==> config.mk <==
export PLATFORM = sky130hd
export DESIGN_NAME = pipe_hazard_ctrl_flat
export DESIGN_NICKNAME = d
export VERILOG_FILES = /design/src/rtl/pipe_hazard_ctrl_if.sv /design/src/rtl/pipe_hazard_ctrl.sv /design/src/flat_wrapper.sv
export SDC_FILE = /design/constraint.sdc
export NUM_CORES = 1
export LEC_CHECK = 0
export ABC_AREA = 1
export CAP_MARGIN = 5
export CORE_UTILIZATION = 47
export CTS_CLUSTER_DIAMETER = 150
export DETAILED_ROUTE_END_ITERATION = 7
export GPL_TIMING_DRIVEN = 0
export PLACE_DENSITY = 0.8
export SLEW_MARGIN = 0
export SYNTH_ARGS = -nofsm -noshare
export SYNTH_HDL_FRONTEND = slang
export SYNTH_SLANG_ARGS = --single-unit
==> constraint.sdc <==
create_clock -name clk -period 1.7 [get_ports clk]
set_input_delay 0.34 -clock clk [delete_from_list [all_inputs] [get_ports clk]]
set_output_delay 0.34 -clock clk [all_outputs]
set_load 0.01 [all_outputs]
==> src/rtl/pipe_hazard_ctrl_if.sv <==
// Stage-field and control bundle between the Y86-64 datapath and the hazard controller.
// The datapath side is the master; the controller is the slave.
interface pipe_hazard_ctrl_if #(
    parameter int CNT_W = 32
);
    logic [3:0]       D_icode;
    logic [3:0]       d_srcA;
    logic [3:0]       d_srcB;
    logic [3:0]       E_icode;
    logic [3:0]       E_ifun;
    logic [3:0]       E_destM;
    logic             e_zf;
    logic             e_sf;
    logic             e_of;
    logic [3:0]       M_icode;
    logic [3:0]       m_stat;
    logic [3:0]       W_icode;
    logic [3:0]       W_stat;

    logic             cc_zf;
    logic             cc_sf;
    logic             cc_of;
    logic             cc_cond;
    logic             set_cc;
    logic             F_stall;
    logic             D_stall;
    logic             W_stall;
    logic             D_bubble;
    logic             E_bubble;
    logic             M_bubble;
    logic             halted;
    logic [3:0]       halt_stat;
    logic [CNT_W-1:0] cycle_cnt;
    logic [CNT_W-1:0] retire_cnt;

    modport master (
        output D_icode, d_srcA, d_srcB, E_icode, E_ifun, E_destM,
               e_zf, e_sf, e_of, M_icode, m_stat, W_icode, W_stat,
        input  cc_zf, cc_sf, cc_of, cc_cond, set_cc,
               F_stall, D_stall, W_stall, D_bubble, E_bubble, M_bubble,
               halted, halt_stat, cycle_cnt, retire_cnt
    );

    modport slave (
        input  D_icode, d_srcA, d_srcB, E_icode, E_ifun, E_destM,
               e_zf, e_sf, e_of, M_icode, m_stat, W_icode, W_stat,
        output cc_zf, cc_sf, cc_of, cc_cond, set_cc,
               F_stall, D_stall, W_stall, D_bubble, E_bubble, M_bubble,
               halted, halt_stat, cycle_cnt, retire_cnt
    );
endinterface

==> src/rtl/pipe_hazard_ctrl.sv <==
// Central pipeline control for the five-stage Y86-64 core: condition codes, hazard
// stall/bubble generation, halt-on-exception state machine and cycle/retire counters.
module pipe_hazard_ctrl #(
    parameter int CNT_W = 32
) (
    input  logic              clk,
    input  logic              rst_n,
    pipe_hazard_ctrl_if.slave bus
);
    localparam logic [3:0] I_HALT   = 4'h0;
    localparam logic [3:0] I_NOP    = 4'h1;
    localparam logic [3:0] I_MRMOVQ = 4'h5;
    localparam logic [3:0] I_OPQ    = 4'h6;
    localparam logic [3:0] I_JXX    = 4'h7;
    localparam logic [3:0] I_RET    = 4'h9;
    localparam logic [3:0] I_POPQ   = 4'hB;
    localparam logic [3:0] S_AOK    = 4'h1;
    localparam logic [3:0] R_NONE   = 4'hF;

    typedef enum logic {
        RUN    = 1'b0,
        HALTED = 1'b1
    } state_t;

    state_t           state;
    logic             zf;
    logic             sf;
    logic             of;
    logic [3:0]       halt_stat_q;
    logic [CNT_W-1:0] cycle_q;
    logic [CNT_W-1:0] retire_q;

    logic cond;
    logic load_use;
    logic ret_busy;
    logic mispred;
    logic exc_mw;
    logic set_cc;
    logic f_stall;
    logic d_stall;
    logic w_stall;
    logic d_bubble;
    logic e_bubble;
    logic m_bubble;

    // Branch/cmov condition always comes from the committed CC, never the in-flight ALU flags.
    always_comb begin
        cond = 1'b0;
        case (bus.E_ifun)
            4'h0:    cond = 1'b1;
            4'h1:    cond = (sf ^ of) | zf;
            4'h2:    cond = sf ^ of;
            4'h3:    cond = zf;
            4'h4:    cond = ~zf;
            4'h5:    cond = ~(sf ^ of);
            4'h6:    cond = ~(sf ^ of) & ~zf;
            default: cond = 1'b0;
        endcase
    end

    always_comb begin
        load_use = ((bus.E_icode == I_MRMOVQ) || (bus.E_icode == I_POPQ)) &&
                   (bus.E_destM != R_NONE) &&
                   ((bus.E_destM == bus.d_srcA) || (bus.E_destM == bus.d_srcB));
        ret_busy = (bus.D_icode == I_RET) || (bus.E_icode == I_RET) || (bus.M_icode == I_RET);
        mispred  = (bus.E_icode == I_JXX) && !cond;
        exc_mw   = (bus.m_stat != S_AOK) || (bus.W_stat != S_AOK);
    end

    // Reset flushes every stage; HALTED freezes everything; otherwise resolve hazards.
    // Load-use wins over ret in decode so the stalled instruction is not lost.
    always_comb begin
        f_stall  = 1'b0;
        d_stall  = 1'b0;
        w_stall  = 1'b0;
        d_bubble = 1'b0;
        e_bubble = 1'b0;
        m_bubble = 1'b0;
        set_cc   = 1'b0;
        if (!rst_n) begin
            d_bubble = 1'b1;
            e_bubble = 1'b1;
            m_bubble = 1'b1;
        end else if (state == HALTED) begin
            f_stall = 1'b1;
            d_stall = 1'b1;
            w_stall = 1'b1;
        end else begin
            f_stall  = load_use | ret_busy;
            d_stall  = load_use;
            d_bubble = mispred | (ret_busy & ~load_use);
            e_bubble = mispred | load_use;
            set_cc   = (bus.E_icode == I_OPQ) & ~exc_mw;
            m_bubble = exc_mw;
            w_stall  = bus.W_stat != S_AOK;
        end
    end

    always_ff @(posedge clk) begin
        if (!rst_n) begin
            state       <= RUN;
            zf          <= 1'b1;
            sf          <= 1'b0;
            of          <= 1'b0;
            halt_stat_q <= S_AOK;
            cycle_q     <= '0;
            retire_q    <= '0;
        end else if (state == RUN) begin
            cycle_q <= cycle_q + 1'b1;
            if ((bus.W_stat == S_AOK) && (bus.W_icode != I_HALT) && (bus.W_icode != I_NOP)) begin
                retire_q <= retire_q + 1'b1;
            end
            if (set_cc) begin
                zf <= bus.e_zf;
                sf <= bus.e_sf;
                of <= bus.e_of;
            end
            if (bus.W_stat != S_AOK) begin
                state       <= HALTED;
                halt_stat_q <= bus.W_stat;
            end
        end
    end

    assign bus.cc_zf      = zf;
    assign bus.cc_sf      = sf;
    assign bus.cc_of      = of;
    assign bus.cc_cond    = cond;
    assign bus.set_cc     = set_cc;
    assign bus.F_stall    = f_stall;
    assign bus.D_stall    = d_stall;
    assign bus.W_stall    = w_stall;
    assign bus.D_bubble   = d_bubble;
    assign bus.E_bubble   = e_bubble;
    assign bus.M_bubble   = m_bubble;
    assign bus.halted     = state == HALTED;
    assign bus.halt_stat  = halt_stat_q;
    assign bus.cycle_cnt  = cycle_q;
    assign bus.retire_cnt = retire_q;
endmodule

==> src/flat_wrapper.sv <==
// flat-port wrapper written by rule: the top's interface ports become plain ports
module pipe_hazard_ctrl_flat 
#(
    parameter int CNT_W = 32
)
  (clk, rst_n, bus_D_icode, bus_d_srcA, bus_d_srcB, bus_E_icode, bus_E_ifun, bus_E_destM, bus_e_zf, bus_e_sf, bus_e_of, bus_M_icode, bus_m_stat, bus_W_icode, bus_W_stat, bus_cc_zf, bus_cc_sf, bus_cc_of, bus_cc_cond, bus_set_cc, bus_F_stall, bus_D_stall, bus_W_stall, bus_D_bubble, bus_E_bubble, bus_M_bubble, bus_halted, bus_halt_stat, bus_cycle_cnt, bus_retire_cnt);
  pipe_hazard_ctrl_if #(.CNT_W(CNT_W)) bus_i ();
  input  logic clk;
  input  logic rst_n;
  input wire logic [$bits(bus_i.D_icode)-1:0] bus_D_icode;
  input wire logic [$bits(bus_i.d_srcA)-1:0] bus_d_srcA;
  input wire logic [$bits(bus_i.d_srcB)-1:0] bus_d_srcB;
  input wire logic [$bits(bus_i.E_icode)-1:0] bus_E_icode;
  input wire logic [$bits(bus_i.E_ifun)-1:0] bus_E_ifun;
  input wire logic [$bits(bus_i.E_destM)-1:0] bus_E_destM;
  input wire logic [$bits(bus_i.e_zf)-1:0] bus_e_zf;
  input wire logic [$bits(bus_i.e_sf)-1:0] bus_e_sf;
  input wire logic [$bits(bus_i.e_of)-1:0] bus_e_of;
  input wire logic [$bits(bus_i.M_icode)-1:0] bus_M_icode;
  input wire logic [$bits(bus_i.m_stat)-1:0] bus_m_stat;
  input wire logic [$bits(bus_i.W_icode)-1:0] bus_W_icode;
  input wire logic [$bits(bus_i.W_stat)-1:0] bus_W_stat;
  output wire logic [$bits(bus_i.cc_zf)-1:0] bus_cc_zf;
  output wire logic [$bits(bus_i.cc_sf)-1:0] bus_cc_sf;
  output wire logic [$bits(bus_i.cc_of)-1:0] bus_cc_of;
  output wire logic [$bits(bus_i.cc_cond)-1:0] bus_cc_cond;
  output wire logic [$bits(bus_i.set_cc)-1:0] bus_set_cc;
  output wire logic [$bits(bus_i.F_stall)-1:0] bus_F_stall;
  output wire logic [$bits(bus_i.D_stall)-1:0] bus_D_stall;
  output wire logic [$bits(bus_i.W_stall)-1:0] bus_W_stall;
  output wire logic [$bits(bus_i.D_bubble)-1:0] bus_D_bubble;
  output wire logic [$bits(bus_i.E_bubble)-1:0] bus_E_bubble;
  output wire logic [$bits(bus_i.M_bubble)-1:0] bus_M_bubble;
  output wire logic [$bits(bus_i.halted)-1:0] bus_halted;
  output wire logic [$bits(bus_i.halt_stat)-1:0] bus_halt_stat;
  output wire logic [$bits(bus_i.cycle_cnt)-1:0] bus_cycle_cnt;
  output wire logic [$bits(bus_i.retire_cnt)-1:0] bus_retire_cnt;
  assign bus_i.D_icode = bus_D_icode;
  assign bus_i.d_srcA = bus_d_srcA;
  assign bus_i.d_srcB = bus_d_srcB;
  assign bus_i.E_icode = bus_E_icode;
  assign bus_i.E_ifun = bus_E_ifun;
  assign bus_i.E_destM = bus_E_destM;
  assign bus_i.e_zf = bus_e_zf;
  assign bus_i.e_sf = bus_e_sf;
  assign bus_i.e_of = bus_e_of;
  assign bus_i.M_icode = bus_M_icode;
  assign bus_i.m_stat = bus_m_stat;
  assign bus_i.W_icode = bus_W_icode;
  assign bus_i.W_stat = bus_W_stat;
  assign bus_cc_zf = bus_i.cc_zf;
  assign bus_cc_sf = bus_i.cc_sf;
  assign bus_cc_of = bus_i.cc_of;
  assign bus_cc_cond = bus_i.cc_cond;
  assign bus_set_cc = bus_i.set_cc;
  assign bus_F_stall = bus_i.F_stall;
  assign bus_D_stall = bus_i.D_stall;
  assign bus_W_stall = bus_i.W_stall;
  assign bus_D_bubble = bus_i.D_bubble;
  assign bus_E_bubble = bus_i.E_bubble;
  assign bus_M_bubble = bus_i.M_bubble;
  assign bus_halted = bus_i.halted;
  assign bus_halt_stat = bus_i.halt_stat;
  assign bus_cycle_cnt = bus_i.cycle_cnt;
  assign bus_retire_cnt = bus_i.retire_cnt;
  pipe_hazard_ctrl #(.CNT_W(CNT_W)) u_core (.clk(clk), .rst_n(rst_n), .bus(bus_i));
endmodule
Word level (Yosys, flattened, before mapping)

Cells that the tools add are included.

Add/sub/neg operators: 2
Equal/unequal tests: 20
Mux-type cells: 17
Bitwise logic cells: 13
Reductions and logical operators: 16

Operator list:

| cell                  | count |
|---|---|
| $add 32x1->32 const B | 2 |
| $eq 4x3->1 const B    | 6 |
| $eq 4x4->1 const B    | 4 |
| $mux 1                | 16 |
| $ne 4x1->1 const B    | 3 |
| $eq 4x1->1 const B    | 2 |
| $eq 4x2->1 const B    | 2 |
| $eq 4x4->1            | 2 |
| $pmux 1 s7            | 1 |
| $reduce_and 2->1      | 3 |
| $logic_and 1x1->1     | 5 |
| $logic_or 1x1->1      | 5 |
| $not 1->1             | 5 |
| $logic_not 4->1       | 1 |
| $ne 4x4->1 const B    | 1 |
| $or 1x1->1            | 4 |
| $reduce_bool 4->1     | 1 |
| $and 1x1->1           | 3 |
| $logic_not 1->1       | 1 |
| $xor 1x1->1           | 1 |

Bits in registers: 72

Longest topological paths before layout

Gate-level depths: netlist of run 1.

Depth in word-level cells: 9
Depth in mapped cells: 10
Gate-level depth less buffers: 10

Worst setup path after synthesis of run 1

No wires, ideal clock.

Path type: input port to output port
Start: input bus_W_stat[1]
End: output bus_set_cc
Arrival: 1.184 ns
Path slack: 0.176 ns
Cell stages on the path: 7
Path buffers: 0
Cell sequence: inv_1 -> nand2_1 -> nor2_2 -> inv_1 -> nor3_1 -> inv_1 -> nor2_1

Cells in the longest elaborated chain, start to end: 6

Ends and longest elaborated chain:

| element            | line                   | source |
|---|---|---|
| start: declaration | flat_wrapper.sv:22     | `input wire logic [$bits(bus_i.W_stat)-1:0] bus_W_stat;` |
| $ne 4x1->1         | pipe_hazard_ctrl.sv:67 | `exc_mw = (bus.m_stat != S_AOK) \|\| (bus.W_stat != S_AOK);` |
| $logic_or 1x1->1   | pipe_hazard_ctrl.sv:67 |  |
| $not 1->1          | pipe_hazard_ctrl.sv:93 | `set_cc = (bus.E_icode == I_OPQ) & ~exc_mw;` |
| $and 1x1->1        | pipe_hazard_ctrl.sv:93 |  |
| $mux 1             | pipe_hazard_ctrl.sv:84 | `end else if (state == HALTED) begin` |
| $mux 1             | pipe_hazard_ctrl.sv:80 | `if (!rst_n) begin` |
| end: declaration   | flat_wrapper.sv:27     | `output wire logic [$bits(bus_i.set_cc)-1:0] bus_set_cc;` |

No other way between the ends.

Final worst setup path of run 1

Start: register u_core.of (netlist: u_core.bus.cc_of)
End: output bus_D_bubble

Cells in the longest elaborated chain, start to end: 9
Elaborated cells between the ends (all ways): 10

Ends and longest elaborated chain:

| element                  | line                                           | source |
|---|---|---|
| start: declaration       | pipe_hazard_ctrl.sv:28                         | `logic of;` |
| start signal: assignment | pipe_hazard_ctrl.sv:116                        | `of <= bus.e_of;` |
| $xor 1x1->1 *            | n/a                                            |  |
| $not 1->1                | pipe_hazard_ctrl.sv:55, pipe_hazard_ctrl.sv:56 |  |
| $and 1x1->1              | pipe_hazard_ctrl.sv:56                         | `4'h6: cond = ~(sf ^ of) & ~zf;` |
| $pmux 1 s7 *             | pipe_hazard_ctrl.sv:49                         | `case (bus.E_ifun)` |
| $logic_not 1->1 *        | pipe_hazard_ctrl.sv:66                         | `mispred = (bus.E_icode == I_JXX) && !cond;` |
| $logic_and 1x1->1 *      | pipe_hazard_ctrl.sv:66                         |  |
| $or 1x1->1 *             | pipe_hazard_ctrl.sv:91                         | `d_bubble = mispred \| (ret_busy & ~load_use);` |
| $mux 1 *                 | pipe_hazard_ctrl.sv:84                         |  |
| $mux 1 *                 | pipe_hazard_ctrl.sv:80                         |  |
| end: declaration         | flat_wrapper.sv:31                             | `output wire logic [$bits(bus_i.D_bubble)-1:0] bus_D_bubble;` |

Every way passes the cells marked *; elsewhere a longest branch is shown, timed or not.

==> impl_metrics.ini, run 1 <==
[logic_synthesis]
synth.top_cell.area_share_pct = 35.19
synth_common_cells = 165 x nand2_1, 149 x nor2_1, 98 x inv_1, 72 x dfxtp_1, 50 x nand3_1
synth_edf_count = 0
synth_top_area_cell = dfxtp_1
yosysSeqAreaShare_pct = 35.19
synth_flop_cell = dfxtp_1
synth-seq-cells = 72
syn_inst = 666
syn_area_um2 = 4096
yosysMostFrequentCell = nand2_1
yosysUniqueCellTypes = 30
synth_nets = 713
ys_async_sr_fraction_pct = 0
netlist_top_cells_area = dfxtp_1 35%, nand2_1 15%, nor2_1 14%
ys_warn_count = 0
syn_avg_cell_area_um2 = 6.151

[run]
maxCapViolCount = 0

[clock_tree]
clk_latency_ns = 0.36
cts.clk_slew.worst_paths_ns = 0.08
cts_buffers = 9
cts_sinks = 72
htreeDepth = 3
cts_buffer_depth = 2
ctsHoldBuffers = 0
root_buffer = clkbuf_8
cts_tree = done

[route]
drtPass1Iterations = 6
via_count = 4735
detail_route.drc_violations = 0
wire_per_inst_um = 13.03
drt_iter0_drc = 233
wirelength_mm = 12.04
post_drt_via_cell_ratio = 5.124
postRouteAntennaNets = 0

[worst_setup_path]
worstPathCellList = xor2_2 -> nor2_1 -> nor2_1 -> nand2_2 -> a21oi_2 -> nand2_1 -> buf_2
crit_type = register to primary output
required_ns = 1.36
r2r_slack_ns = 0.13
cp-end-kind = primary output
slowest_stage = dfxtp_2
cp-start-kind = register
arrival_ns = 1.52
cp_common_cell = nor2_1
cp_max_fo = 2
slowest_delay_ns = 0.36

[floorplan]
initial_utilization_pct = 49.11
ios = 125
dieArea_um2 = 9094
coreArea_um2 = 8341
die_h_um = 95.36
chipWidth_um = 95.36
num_rows = 33

[placed_design]
portBuffers = 122
gp_congestion = 0.9050
dp_hpwl_mm = 8.899
post-place-ws_ns = -0.9617
dp_cells = 893

[layout]
stdcell_count = 924
fin_nets = 861
nFillCells = 691
drive_gt1_share_pct = 15.87
syn_to_final_growth_pct = 43.31
utilization_pct = 70.39
diodes = 0

[grt]
antenna_found_initial = 0
grt_max_degree = 14
met2_usage_pct = 46.79
overflow = 0
busiest_layer = met2
grtUsageMet1_pct = 32.70
grt_pass1_vias = 4260
grt_pass1_wl_mm = 19.11
grt_usage_pct = 26.92
met3_usage_pct = 4.785

[power]
p_total_mw = 3.578
leakage_nw = 2.790
ir_worst_vdd_mv = 0.4366
powerDensity_nw_per_um2 = 609.4

[sta]
final-setup-viol-count = 3
hold_viol = 0
clock_skew_ns = 0.009470
grt_setup_unrepaired = yes
fmax_mhz = 537.5
finalCritPeriodShare_pct = 109.4
relSlewSlack_pct = 60.45
slew_violations = 0
setup_ws_ns = -0.1604
min_period_ns = 1.860
tightestPinTransition_ns = 0.5932

[worst_hold_path]
hold_class = input port to register

[run_status]
status = finished with violations
violations = setup timing
## stage by stage
stage               area (um^2)  hold slack [ns]  TNS, ns
finish                     5871           0.3203  -0.4245
global route               5871           0.3583  -0.6728
CTS                        5791           0.3192  -0.4710
detailed placement         5449           0.4607   -12.76
global placement           5449           0.4573   -11.37
floorplan                  4096           0.4663        0
## placed cells by master, fill, tap and decap left out, drive strengths merged
cell / netlist / layout
inv: 98 / 101
o21bai: 2 / 2
o311ai: 1 / 1
nand3b: 1 / 1
nand3: 55 / 55
a21oi: 24 / 24
o21ai: 21 / 21
o211ai: 1 / 1
and3: 1 / 1
clkbuf: 8 / 27
nand2: 167 / 167
xor2: 10 / 10
nor3b: 1 / 1
clkinvlp: 0 / 1
nor2: 159 / 159
a21boi: 2 / 2
dlygate4sd2: 0 / 12
buf: 2 / 28
dlymetal6s2s: 0 / 20
clkdlybuf4s50: 0 / 67
clkinv: 1 / 1
xnor2: 5 / 5
dfxtp: 72 / 72
nor3: 10 / 10
nand4: 21 / 21
clkdlybuf4s15: 0 / 3
bufinv: 0 / 2
ha: 2 / 2
o21a: 2 / 2
## per-layer routing
layer,wire [um],part of all wire [%]
met2,5867,49
met4,364,3.0
met5,0,0
met3,802,6.7
met1,5005,42
## registers in the layout (all words and copies together), names as in the netlist
signal,flops
u_core.bus.cc_sf,1
u_core.bus.retire_cnt,32
u_core.bus.halt_stat,4
u_core.bus.cc_of,1
u_core.bus.cycle_cnt,32
u_core.bus.halted,1
u_core.bus.cc_zf,1
## what timing repair did
action,in CTS,in global routing
buffers inserted,13,2
resized for setup,109,75
pin swaps,18,33
setup endpoints to repair,27,60
## final cells by class
class                           count  area, um^2  share of cell area, %
Inverter                           99       379.1                  6.458
Clock buffer                       10       127.6                  2.174
Buffer                             10       61.31                  1.044
Timing Repair Buffer              137        1272                  21.68
Sequential cell                    72        1494                  25.45
Multi-Input combinational cell    485        2315                  39.43
Clock inverter                      6       90.09                  1.535
Tap cell                          105       131.4                  2.238
## power by group
group	switching [mW]	total, mW	internal [mW]
clock network	0.705	1.54	0.835
registers	0.0132	1.71	1.70
logic	0.176	0.330	0.154
total	0.894	3.58	2.68
## worst max-delay path: cells and delay by family (launching register included)
kind | cells | cell delay, ns
AO/OA/AOI/OAI | 1 | 0.15
XOR/XNOR | 1 | 0.16
buffers and inverters | 1 | 0.14
flip-flops | 1 | 0.36
AND/OR/NAND/NOR | 4 | 0.35
## kinds of logic after synthesis
logic type      after synthesis  share of synthesized area (%)
compound gates               53                          6.994
xor+xnor                     15                          3.207
fa+ha+maj                     2                         0.6108
buf+inv                     109                          10.23
flops                        72                          35.19
simple gates                415                          43.77
## final timing paths
| kind | startpoint | end | cells past startpoint |
|---|---|---|---|
| max | u_core.bus.cc_of | bus_D_bubble | 7 |
| min | rst_n | u_core.bus.cycle_cnt[11] | 3 |
| max reg2reg | u_core.bus.cycle_cnt[1] | u_core.bus.cycle_cnt[26] | 8 |
| min reg2reg | u_core.bus.halt_stat[1] | u_core.bus.halt_stat[1] | 2 |
Note: power is estimated with default switching activity, not from simulation.
==> inputs of run 2 (changes only) <==
Settings changed: CAP_MARGIN 5 to unset.
==> results of run 2 <==
Final layout, timing and power as in run 1 (identical DEF).
==> RTL edit: new RTL, flow settings as in run 1 <==
`CNT_W` is set to 32 in 3 places; all go to 40.
--- a/src/rtl/pipe_hazard_ctrl_if.sv
+++ b/src/rtl/pipe_hazard_ctrl_if.sv
@@ -2,5 +2,5 @@
 // The datapath side is the master; the controller is the slave.
 interface pipe_hazard_ctrl_if #(
-    parameter int CNT_W = 32
+    parameter int CNT_W = 40
 );
     logic [3:0]       D_icode;
--- a/src/rtl/pipe_hazard_ctrl.sv
+++ b/src/rtl/pipe_hazard_ctrl.sv
@@ -2,5 +2,5 @@
 // stall/bubble generation, halt-on-exception state machine and cycle/retire counters.
 module pipe_hazard_ctrl #(
-    parameter int CNT_W = 32
+    parameter int CNT_W = 40
 ) (
     input  logic              clk,
--- a/src/flat_wrapper.sv
+++ b/src/flat_wrapper.sv
@@ -2,5 +2,5 @@
 module pipe_hazard_ctrl_flat 
 #(
-    parameter int CNT_W = 32
+    parameter int CNT_W = 40
 )
   (clk, rst_n, bus_D_icode, bus_d_srcA, bus_d_srcB, bus_E_icode, bus_E_ifun, bus_E_destM, bus_e_zf, bus_e_sf, bus_e_of, bus_M_icode, bus_m_stat, bus_W_icode, bus_W_stat, bus_cc_zf, bus_cc_sf, bus_cc_of, bus_cc_cond, bus_set_cc, bus_F_stall, bus_D_stall, bus_W_stall, bus_D_bubble, bus_E_bubble, bus_M_bubble, bus_halted, bus_halt_stat, bus_cycle_cnt, bus_retire_cnt);
Interface: changed (resized bus_cycle_cnt and bus_retire_cnt); port bits go from 125 to 141. The function was not compared with the original's and may differ.
==> RTL edit against run 1 <==
- wire length is 30% higher
- sequential cell count is 16 higher
- worst setup slack worse by 0.013 ns
- the flow still finishes with violations (negative setup slack)
- cell area is 26% higher
- power is 12% higher
- synthesized area is 24% higher
- first-iteration DRC count is 35% higher
- register-to-register slack worse by 0.05 ns
- largest power group unchanged
- highest routed layer unchanged
==> RTL edit: results (changes against run 1) <==
status:
  status: "finished, violations left"
  failed_checks: "negative setup slack"
layout:
  multi_input_area_share: 0.4209  # +0.02660
  num-nets-final: 1017  # +18%
  num-multi-input-gates: 586  # +21%
  drive_gt1_frac: 0.2215  # +0.06281
  clock_area_frac: 0.02671  # -0.01038
  seq_share: 0.2503  # -0.004137
  non_clock_buffer_count: 180  # +22%
  inv_count: 105  # +6.1%
  bufAreaShareNonClock: 0.2248  # -0.002381
  fillers: 845  # +22%
synth:
  ys_top_cells_by_count: "188 x nand2_1, 147 x nor2_1, 102 x inv_1"
  yosys-top-cells-area: "dfxtp_1 35%, nand2_1 14%, nor2_1 11%, inv_1 7.5%, nand3_1 4.6%"
global_route:
  grt_pass1_vias: 5262  # +24%
  grt_pass1_wl_um: 24450  # +28%
  grt_usage: 0.2712  # +0.001968
  grt_max_degree: 15  # +1
drt:
  vias: 5757  # +22%
  drt-initial-drc-count: 315  # +35%
  drt_pass1_iterations: 5  # -1
setup_path:
  r2r_slack_ns: 0.08  # -0.05 ns
timing:
  setup_violations: 5  # +2
  worst_slack_ns: -0.1739  # -0.01348 ns
hold_path:
  min_to: "u_core.bus.cycle_cnt[0]$_SDFFE_PN0N_"
placement:
  dp_hpwl_um: 11270  # +27%
  place.gp.congestion: 0.9414  # +4.0%
  port_buffers: 138  # +13%
floorplan:
  rows: 37  # +12%
clocking:
  postCtsSetupRepairBufs: 17  # +4
pwr:
  power_leakage_uw: 0.002946  # +5.6%
  irDropWorstVdd_mv: 0.3902  # -11%
## RTL edit: changes by cell type after synthesis, moves of 4 or more
cell	change
a21oi_1	+17
dfxtp_1	+16
inv_1	+4
nand2_1	+23
nand2_2	+4
nand3b_1	+5
nand4_1	+6
nor2_2	+4
nor2_4	+5
nor3_1	+15
o21ai_0	+5
xnor2_1	+6
## RTL edit: stage by stage
step / hold slack [ns] / setup slack, ns / total power [uW] / instances
after global routing: 0.3338 / -0.2591 / 4128 / 1111
after CTS: 0.3623 / -0.2010 / 3972 / 1099
after floorplan: 0.4704 / 0.1783 / 2282 / 792
final: 0.3100 / -0.1739 / 3999 / 1111
after detailed placement: 0.4584 / -0.8768 / 2489 / 1066
after global placement: 0.4476 / -0.8003 / 2482 / 1066
## RTL edit: power by group
part | leakage (uW) | switching [uW] | internal (uW)
combinational | 0.00210 | 218 | 206
sequential | 0.000742 | 13.3 | 2070
clock | 0.0000993 | 777 | 718
total | 0.00295 | 1010 | 2990
## RTL edit: worst max-delay path, stage by stage (launching register included)
cell	delay [ns]
dfxtp_2	0.34
xnor2_2	0.18
o21ai_1	0.08
nand2_1	0.08
nand3_2	0.09
a21oi_2	0.16
nand2_1	0.10
buf_2	0.15
## RTL edit: kinds of logic after synthesis
group | synth area share
adders and majority gates | 0.004931
DFF | 0.3472
and+or+nand+nor | 0.4345
xor gates and xnor gates | 0.03970
buffers and inverters | 0.09001
AOI/OAI and AO/OA | 0.08360
## RTL edit: routing by layer
| metal | track usage | share of wire | vias up |
|---|---|---|---|
| met5 | 0 | 0 | - |
| met4 | 0.1071 | 0.028 | 0 |
| met3 | 0.04782 | 0.062 | 34 |
| met2 | 0.4757 | 0.49 | 219 |
| met1 | 0.3281 | 0.42 | 2610 |
| li1 | - | - | 2894 |
